`src/rtl/serial_resp_transmitter_pkg.sv`:
```
// Shared definitions for the serial command processor response path.
// Holds the SOF default, status codes, frame lengths, FSM state encodings,
// the response record payload and a helper for the last byte index of a frame.
package serial_resp_transmitter_pkg;

  localparam int unsigned BYTE_W = 8;
  localparam int unsigned DATA_W = 32;
  localparam int unsigned IDX_W  = 4;
  localparam int unsigned WDOG_W = 32;

  localparam logic [BYTE_W-1:0] SOF_DEFAULT = 8'hA5;

  localparam logic [BYTE_W-1:0] STATUS_OK       = 8'h00;
  localparam logic [BYTE_W-1:0] STATUS_BAD_CMD  = 8'h01;
  localparam logic [BYTE_W-1:0] STATUS_BAD_ADDR = 8'h02;
  localparam logic [BYTE_W-1:0] STATUS_BAD_CHK  = 8'h03;

  localparam int unsigned FRAME_LEN_OK  = 9;
  localparam int unsigned FRAME_LEN_ERR = 5;

  typedef enum logic [3:0] {
    S_IDLE      = 4'd0,
    S_LOAD      = 4'd1,
    S_WAIT_COPY = 4'd2,
    S_DRAIN     = 4'd3
  } tx_state_e;

  typedef struct packed {
    logic [BYTE_W-1:0] cmd;
    logic [BYTE_W-1:0] status;
    logic [BYTE_W-1:0] addr;
    logic [DATA_W-1:0] data;
  } resp_rec_t;

  // Index of the CHK byte: OK frames carry 4 data bytes, error frames none.
  function automatic logic [IDX_W-1:0] last_idx(input logic status_ok);
    return status_ok ? IDX_W'(FRAME_LEN_OK - 1) : IDX_W'(FRAME_LEN_ERR - 1);
  endfunction

endpackage

```
`src/rtl/serial_frame_checksum.sv`:
```
// Running 8-bit modulo-256 sum of frame bytes.
// Ports: clk, rst (async, active-high); clear zeroes the sum; en adds din;
// clear has priority over en. sum is the registered running total.
module serial_frame_checksum
  import serial_resp_transmitter_pkg::*;
(
  input  logic              clk,
  input  logic              rst,
  input  logic              clear,
  input  logic              en,
  input  logic [BYTE_W-1:0] din,
  output logic [BYTE_W-1:0] sum
);

  always_ff @(posedge clk or posedge rst) begin
    if (rst) begin
      sum <= '0;
    end else if (clear) begin
      sum <= '0;
    end else if (en) begin
      sum <= BYTE_W'(sum + din);
    end
  end

endmodule

```
`src/rtl/serial_resp_transmitter.sv`:
```
// Response-path framer: latches one response record and sends it byte by
// byte over the quick_rs232 transmit handshake.
//   OK frame    : SOF CMD STATUS ADDR D3 D2 D1 D0 CHK
//   error frame : SOF CMD STATUS ADDR CHK
// Ports: clk, rst (async, active-high); resp_valid/resp_ready/resp_* record
// input; tx_transaction/tx_data/tx_data_ready out and tx_data_copied/tx_busy
// in towards quick_rs232; frame_done/frame_err one-cycle status pulses.
// Optional macro RESP_TIMEOUT_EN adds a watchdog (TIMEOUT_CYCLES) that aborts
// a stalled frame and pulses frame_err; without it frame_err is tied 0.
module serial_resp_transmitter
  import serial_resp_transmitter_pkg::*;
#(
  parameter logic [BYTE_W-1:0] SOF_BYTE = SOF_DEFAULT
`ifdef RESP_TIMEOUT_EN
  ,
  parameter logic [WDOG_W-1:0] TIMEOUT_CYCLES = 32'd5000000
`endif
) (
  input  logic              clk,
  input  logic              rst,
  input  logic              resp_valid,
  output logic              resp_ready,
  input  logic [BYTE_W-1:0] resp_cmd,
  input  logic [BYTE_W-1:0] resp_status,
  input  logic [BYTE_W-1:0] resp_addr,
  input  logic [DATA_W-1:0] resp_data,
  output logic              tx_transaction,
  output logic [BYTE_W-1:0] tx_data,
  output logic              tx_data_ready,
  input  logic              tx_data_copied,
  input  logic              tx_busy,
  output logic              frame_done,
  output logic              frame_err
);

  tx_state_e         state;
  resp_rec_t         rec_q;
  logic              rec_ok_q;
  logic [IDX_W-1:0]  byte_idx;
  logic [BYTE_W-1:0] chk_sum;
  logic [BYTE_W-1:0] byte_c;
  logic              accept_c;
  logic              copy_c;
  logic              last_c;
  logic              chk_en_c;
  logic              wdog_hit_c;

  assign accept_c = (state == S_IDLE) && resp_valid && resp_ready;
  assign copy_c   = (state == S_WAIT_COPY) && tx_data_copied;
  assign last_c   = (byte_idx == last_idx(rec_ok_q));
  // SOF and CHK itself stay out of the sum.
  assign chk_en_c = copy_c && (byte_idx != '0) && !last_c;

  // Byte selected by the current index; index 4 is CHK on error frames.
  always_comb begin
    byte_c = '0;
    case (byte_idx)
      4'd0:    byte_c = SOF_BYTE;
      4'd1:    byte_c = rec_q.cmd;
      4'd2:    byte_c = rec_q.status;
      4'd3:    byte_c = rec_q.addr;
      4'd4:    byte_c = rec_ok_q ? rec_q.data[31:24] : chk_sum;
      4'd5:    byte_c = rec_q.data[23:16];
      4'd6:    byte_c = rec_q.data[15:8];
      4'd7:    byte_c = rec_q.data[7:0];
      4'd8:    byte_c = chk_sum;
      default: byte_c = '0;
    endcase
  end

  serial_frame_checksum u_chk (
    .clk   (clk),
    .rst   (rst),
    .clear (accept_c),
    .en    (chk_en_c),
    .din   (tx_data),
    .sum   (chk_sum)
  );

`ifdef RESP_TIMEOUT_EN
  logic [WDOG_W-1:0] wdog_q;

  assign wdog_hit_c = ((state == S_WAIT_COPY) || (state == S_DRAIN)) && !copy_c &&
                      (wdog_q == WDOG_W'(TIMEOUT_CYCLES - 32'd1));

  // Counts stalled cycles; restarts on every accepted byte.
  always_ff @(posedge clk or posedge rst) begin
    if (rst) begin
      wdog_q    <= '0;
      frame_err <= 1'b0;
    end else begin
      frame_err <= wdog_hit_c;
      if (((state != S_WAIT_COPY) && (state != S_DRAIN)) || copy_c || wdog_hit_c) begin
        wdog_q <= '0;
      end else begin
        wdog_q <= WDOG_W'(wdog_q + 32'd1);
      end
    end
  end
`else
  assign wdog_hit_c = 1'b0;
  assign frame_err  = 1'b0;
`endif

  // Frame sequencer.
  always_ff @(posedge clk or posedge rst) begin
    if (rst) begin
      state          <= S_IDLE;
      resp_ready     <= 1'b0;
      tx_transaction <= 1'b0;
      tx_data        <= '0;
      tx_data_ready  <= 1'b0;
      frame_done     <= 1'b0;
      rec_q          <= '0;
      rec_ok_q       <= 1'b0;
      byte_idx       <= '0;
    end else begin
      frame_done <= 1'b0;
      case (state)
        S_IDLE: begin
          if (accept_c) begin
            resp_ready <= 1'b0;
            rec_q      <= '{cmd: resp_cmd, status: resp_status, addr: resp_addr, data: resp_data};
            rec_ok_q   <= (resp_status == STATUS_OK);
            byte_idx   <= '0;
            state      <= S_LOAD;
          end else begin
            resp_ready <= 1'b1;
          end
        end
        S_LOAD: begin
          tx_transaction <= 1'b1;
          tx_data        <= byte_c;
          tx_data_ready  <= 1'b1;
          state          <= S_WAIT_COPY;
        end
        S_WAIT_COPY: begin
          if (wdog_hit_c) begin
            tx_data_ready  <= 1'b0;
            tx_transaction <= 1'b0;
            state          <= S_IDLE;
          end else if (tx_data_copied) begin
            tx_data_ready <= 1'b0;
            if (last_c) begin
              state <= S_DRAIN;
            end else begin
              byte_idx <= IDX_W'(byte_idx + 4'd1);
              state    <= S_LOAD;
            end
          end
        end
        S_DRAIN: begin
          if (wdog_hit_c) begin
            tx_transaction <= 1'b0;
            state          <= S_IDLE;
          end else if (!tx_busy) begin
            tx_transaction <= 1'b0;
            frame_done     <= 1'b1;
            state          <= S_IDLE;
          end
        end
        default: state <= S_IDLE;
      endcase
    end
  end

endmodule

```
`config.mk`:
```
export PLATFORM = sky130hd
export DESIGN_NAME = serial_resp_transmitter
export DESIGN_NICKNAME = d
export VERILOG_FILES = /design/src/rtl/serial_resp_transmitter_pkg.sv /design/src/rtl/serial_frame_checksum.sv /design/src/rtl/serial_resp_transmitter.sv
export SDC_FILE = /design/constraint.sdc
export NUM_CORES = 1
export LEC_CHECK = 0
export ABC_AREA = 1
export ABC_CLOCK_PERIOD_IN_PS = 3300
export BUFFER_PORTS_ARGS = -buffer_cell sky130_fd_sc_hd__buf_2
export CORE_MARGIN = 2
export CORE_UTILIZATION = 30
export CTS_BUF_LIST = sky130_fd_sc_hd__clkbuf_16
export DETAILED_ROUTE_END_ITERATION = 16
export PLACE_DENSITY = 0.48
export SLEW_MARGIN = 40
export SYNTH_ARGS = -nofsm -noshare
export SYNTH_HDL_FRONTEND = slang
export SYNTH_SLANG_ARGS = --single-unit
```
`constraint.sdc`:
```
create_clock -name clk -period 3.3 [get_ports clk]
set_clock_uncertainty 0.05 [all_clocks]
set_input_delay 0.165 -clock clk [delete_from_list [all_inputs] [get_ports clk]]
set_output_delay 0.165 -clock clk [all_outputs]
set_load 0.03 [all_outputs]
```
==> Word-level counts from Yosys, hierarchy flattened <==
Cells that the tools add are included.
W data, S select, Z words.
{ "classes": {"reduce_logical": 19, "n_mux": 21, "eq_ne": 16, "n_addsub": 2} }
{ "ops": {"columns": ["operator", "count"], "rows": [
  ["$pmux W8 S9", 1],
  ["$mux W4", 7],
  ["$mux W8", 3],
  ["$eq A4 B2 Y1 const B", 4],
  ["$eq A4 B3 Y1 const B", 4],
  ["$pmux W4 S4", 1],
  ["$add A8 B8 Y8", 1],
  ["$eq A4 B1 Y1 const B", 2],
  ["$logic_not A4 Y1", 2],
  ["$logic_not A8 Y1", 1],
  ["$ne A2 B2 Y1 const B", 4],
  ["$pmux W4 S2", 1],
  ["$reduce_bool A2 Y1", 4],
  ["$reduce_and A2 Y1", 3],
  ["$logic_and A1 B1 Y1", 5],
  ["$mux W1", 5],
  ["$add A4 B1 Y4 const B", 1],
  ["$eq A4 B4 Y1", 1],
  ["$eq A4 B4 Y1 const B", 1],
  ["$pmux W1 S2", 2],
  ["$reduce_and A4 Y1", 1],
  ["$reduce_bool A4 Y1", 1],
  ["$reduce_and A3 Y1", 1],
  ["$mux W2", 1],
  ["$logic_not A1 Y1", 1]
]} }
{ "totals": {"out_inout_bits": 13, "input_bits": 61, "reg_bits": 85, "elab_cells": 71} }

==> Logic depth before layout (Yosys ltp) <==
{ "depth": {"ltp_word": 6, "ltp_mapped": 10, "depth_no_buf": 10} }

==> Hierarchy <==
From an unflattened synthesis, not the netlist that was laid out.
{ "unflattened": {"cells_unflattened": 585, "hier_area_um2": 4478.0} }
{ "by_module_without_submodules": {"columns": ["mod", "area_each_um2", "cells_each", "instances", "seq_area_each_um2"], "rows": [
  ["serial_resp_transmitter", 3852.4, 504, 1, 1876.8],
  ["serial_frame_checksum", 625.6, 81, 1, 200.2]
]} }

==> Least setup slack after synthesis <==
No wires, ideal clock.
{ "synth_timing": {"kind": "reg-to-reg", "startpoint": "register tx_data[0]", "endpoint": "register u_chk.sum[6]", "arrival_time_ns": 1.542, "n_path_buf": 0, "stages_incl_launch_ff": 9, "setup_slack_ns": 1.590, "required_ns": 3.133, "synth_period_minus_slack_ns": 1.710, "setup_time_ns": 0.117, "cell_sequence": "dfrtp_1 ha_1 fa_1 nand2_1 nand2_1 nand3b_1 nand3b_1 nand3_1 nand2_1"} }
{ "synth_between": {"elab_chain_len": 3} }
{ "synth_rtl": {"columns": ["element", "line", "rtl"], "rows": [
  ["start: declaration", "serial_resp_transmitter.sv:28", "output logic [BYTE_W-1:0] tx_data,"],
  ["start signal: assignment", "serial_resp_transmitter.sv:133", "tx_data <= byte_c;"],
  ["$add A8 B8 Y8", "serial_frame_checksum.sv:21", "sum <= BYTE_W'(sum + din);"],
  ["$mux W8", "serial_frame_checksum.sv:20", "end else if (en) begin"],
  ["$mux W8", "serial_frame_checksum.sv:18", "end else if (clear) begin"],
  ["end signal: assignment", "serial_frame_checksum.sv:21", null],
  ["end: declaration", "serial_frame_checksum.sv:12", "output logic [BYTE_W-1:0] sum"]
]} }
No other way between the ends. The select of a mux whose other input is x is not followed.
A chain may end at the register's enable or synchronous reset.

==> Worst setup path after layout <==
{ "layout_timing": {"startpoint": "register byte_idx[0]", "endpoint": "register u_chk.sum[7]"} }
{ "layout_between": {"elab_chain_len": 4, "word_cells_on_any_way": 6, "cone_classes": "eq/ne (1); reduce/logical (5)"} }
{ "layout_rtl": {"columns": ["element", "line", "rtl"], "rows": [
  ["start: declaration", "serial_resp_transmitter.sv:39", "logic [IDX_W-1:0] byte_idx;"],
  ["start signal: assignment", "serial_resp_transmitter.sv:147", "byte_idx <= IDX_W'(byte_idx + 4'd1);"],
  ["$eq A4 B4 Y1 / $reduce_bool A4 Y1 (equally long branches)", "serial_resp_transmitter.sv:50, serial_resp_transmitter.sv:52", null],
  ["$logic_not A1 Y1 / $logic_and A1 B1 Y1 (equally long branches)", "serial_resp_transmitter.sv:52", "assign chk_en_c = copy_c && (byte_idx != '0) && !last_c;"],
  ["$logic_and A1 B1 Y1 (*)", "serial_resp_transmitter.sv:52", null],
  ["$reduce_bool A2 Y1 (no source line) (*)", null, null]
]} }
Every way passes the cells marked *; elsewhere a longest branch is shown, timed or not.

==> reports/qor.csv <==
stage;metric;value;unit
run_status;outcome;completed;
logic_synthesis;mapped cell area;0.00428;sq mm
timing;final setup TNS;0;ns
drt;Via density;4.48;
logic_synthesis;ranking of synthesized cells by area;dfrtp_1, nand2_1, nand3_1, ha_1, o21ai_0;
logic_synthesis;mux cell area share after synthesis;0;
critical_path;max incr delay on CP;0.42;ns
drt;vias;3968;
clock_tree;CTS Buf Count;9;
logic_synthesis;xor and xnor area share after synthesis;0.0102;
finish;area occupied by multi-input gates;0.00198;sq mm
drt;Post-DRT Antenna Nets;0;
floorplan;I/O Pins;74;
timing;slew margin rel.;0.563;
global_route;gr ovfl total;0;
clock_tree;CTS tree;done;
finish;layout cells sized above 1;0.154;
placed_design;IO Port Bufs;72;
clock_tree;CTS sink count;83;
timing;final hold violations;0;
logic_synthesis;FFs w/ async S/R, synth;1.00;
min_path;hold_sp;resp_status[4];
power;LEAKAGE;3.01;nW
power;Power Total;4.23;mW
floorplan;Cell Rows;43;
timing;fin. max-slew vios;0;
logic_synthesis;Adder-Cell Fraction of Synth Area;0.0368;
drt;routed wire length per instance;13.7;um
logic_synthesis;Yosys warning count;0;
logic_synthesis;largest family of logic cells by synthesized area;simple AND/OR/NAND/NOR gates;
critical_path;slowest stage cell on the critical path;dfrtp_1;
critical_path;crit path launch type;register;
logic_synthesis;Simple-Gate Fraction of Synth Area;0.380;
clock_tree;CTS Buffer Depth;2;
global_route;number of antenna violations at the first check in global routing;0;
floorplan;die footprint;0.0152;sq mm
timing;hold_ws;0.000195;ns
placed_design;Final Wtd Congestion;0.831;
clock_tree;root buffer cell;clkbuf_16;
floorplan;Initial Utilization;0.307;
placed_design;dpl hpwl;8710;um
logic_synthesis;Yosys top cell area share;0.485;
critical_path;Arr. time, crit path;2.19;ns
clock_tree;clock slew at reported path FFs;0.06;ns
logic_synthesis;syn avg cell area;7.38;sq um
timing;Final min period;2.00;ns
power;Pwr Density;758;mW/mm^2
timing;share of the clock period used by the worst path;0.606;
finish;FILL cells;1483;
logic_synthesis;number of distinct library cells after synthesis;30;
global_route;vias in the first global route;3972;
critical_path;worst r2r src;byte_idx[0];
logic_synthesis;Synth top cells by count;nand2_1, dfrtp_1, nand3_1;
global_route;global-route wire length before repair;20000;um
global_route;pin count of the biggest net entering global routing;64;
clock_tree;worst-skew pair later-pin latency;0.35;ns
finish;number of nets in the layout;774;
drt;DRC;0;
critical_path;Critical Path Start;byte_idx[0];
timing;# setup viols final;0;
logic_synthesis;post-synthesis sequential area ratio;0.485;
floorplan;Die X;123;um
floorplan;Core Area;0.0139;sq mm
timing;Fmax;0.500;GHz
min_path;Hold WC Path Type;primary input to register;
critical_path;CP Cell Sequence;inv_1, ha_1, inv_1, nor2_2, nor2_1, nand2_1, inv_1, nand3_1, nand2_1;
timing;RSZ-0062 raised after global routing;no;
logic_synthesis;Synth Area in Compound Gates;0.0354;
finish;sequential cell area;0.00208;sq mm
flow_run;MaxCap Viol Count;0;
logic_synthesis;Yosys top cell by area;dfrtp_1;
critical_path;Crit. End Element;register;
logic_synthesis;Post-synth EDFFs;0;
global_route;all-layer global routing usage;0.173;
logic_synthesis;synthesized instance count;580;
logic_synthesis;Syn Nets;653;
timing;Worst-Margin Slew;0.656;ns
logic_synthesis;most numerous cell in the Yosys netlist;nand2_1;
power;Worst VDD drop;0.254;mV
clock_tree;Resized Gates After CTS;0;
finish;final instance area;0.00558;sq mm
finish;Util after Layout;0.400;
logic_synthesis;Primary FF master, synth;dfrtp_1;
clock_tree;hold buffers post-CTS;52;
finish;Layout area overhead;30.3;%
placed_design;Placed Area;0.00480;sq mm
drt;final WL;12100;um
logic_synthesis;Synth Register Bits;83;
critical_path;CP required;3.49;ns
finish;# diodes;0;
critical_path;critical setup path kind;register to register;
drt;number of DRC markers in iteration 0;278;
clock_tree;post-CTS setup buffers;0;
drt;Pre-antenna DRT Iters;5;
floorplan;Die Y;123;um
critical_path;CP dominant cell by count;inv_1;
clock_tree;CTS H-tree depth;3;
critical_path;Max FO, Critical Path;12;
[sequential cells by signal, indices dropped and copies added, names as in the netlist, 2 cells and up]
| signal | flops |
|---|---|
| tx_data | 8 |
| u_chk.sum | 8 |
| rec_q | 56 |
| state | 2 |
| byte_idx | 4 |
[power breakdown]
group	leakage (nW)	internal [mW]	switching, mW
combinational	1.84	0.536	1.01
clock	0.121	0.498	0.414
sequential	1.05	1.46	0.312
[per-layer routing]
layer  wire (um)  up-vias  GRT usage  part of all wire
li1            -     2042          -                 -
met1        5880     1817      0.246              0.49
met2        5500       97      0.268              0.45
met3         518       12     0.0258             0.043
met4         204        0     0.0639             0.017
met5           0        -          0                 0
[worst max-delay path: cells and delay by family, from the launching register on]
family	cells	cell delay, ns
flip-flops	1	0.42
AND/OR/NAND/NOR	5	0.71
adder cells (fa/ha/maj)	1	0.29
buffers and inverters	3	0.41
[path summary, 6_finish.rpt]
kind,cells after the start,end,slack [ns]
min in group asynchronous,3,rec_q[51],0.18
hold reg to reg,2,rec_q[45],0.43
setup / recovery,9,u_chk.sum[7],1.30
hold / removal,3,rec_q[44],0.0002
setup reg to reg,9,u_chk.sum[7],1.30
max in group asynchronous,4,u_chk.sum[6],2.21
[placed cells by master (no fill, tap or decap), types with 6 or more instances in the layout]
cell / n
dlygate4sd3_1: 52
clkbuf_16: 9
inv_2: 6
buf_2: 72
ha_1: 11
o21ai_0: 20
dfrtp_1: 83
inv_1: 25
nand2_1: 320
nor2_1: 26
nand3_1: 30
[final cells by class]
type | count | share of cell area
Tap cell | 180 | 0.0404
Timing Repair Buffer | 127 | 0.162
Clock inverter | 7 | 0.00628
Sequential cell | 83 | 0.372
Multi-Input combinational cell | 447 | 0.356
Inverter | 33 | 0.0229
Clock buffer | 9 | 0.0404
[through the flow]
| stage | instances | setup slack [ns] |
|---|---|---|
| floorplan | 580 | 0.948 |
| global placement | 818 | 1.40 |
| detailed placement | 818 | 1.30 |
| CTS | 886 | 1.29 |
| global route | 886 | 1.07 |
| finish | 886 | 1.30 |
[logic make-up (layout without fill, tap and decap cells)]
family	Yosys count	count (layout)
flip-flops	83	83
AO/OA/AOI/OAI	28	28
buffers and inverters	50	176
adder cells (fa/ha/maj)	12	12
other	1	1
XOR/XNOR	5	5
AND/OR/NAND/NOR	401	401
No activity file was read; power rests on OpenSTA's default activity.
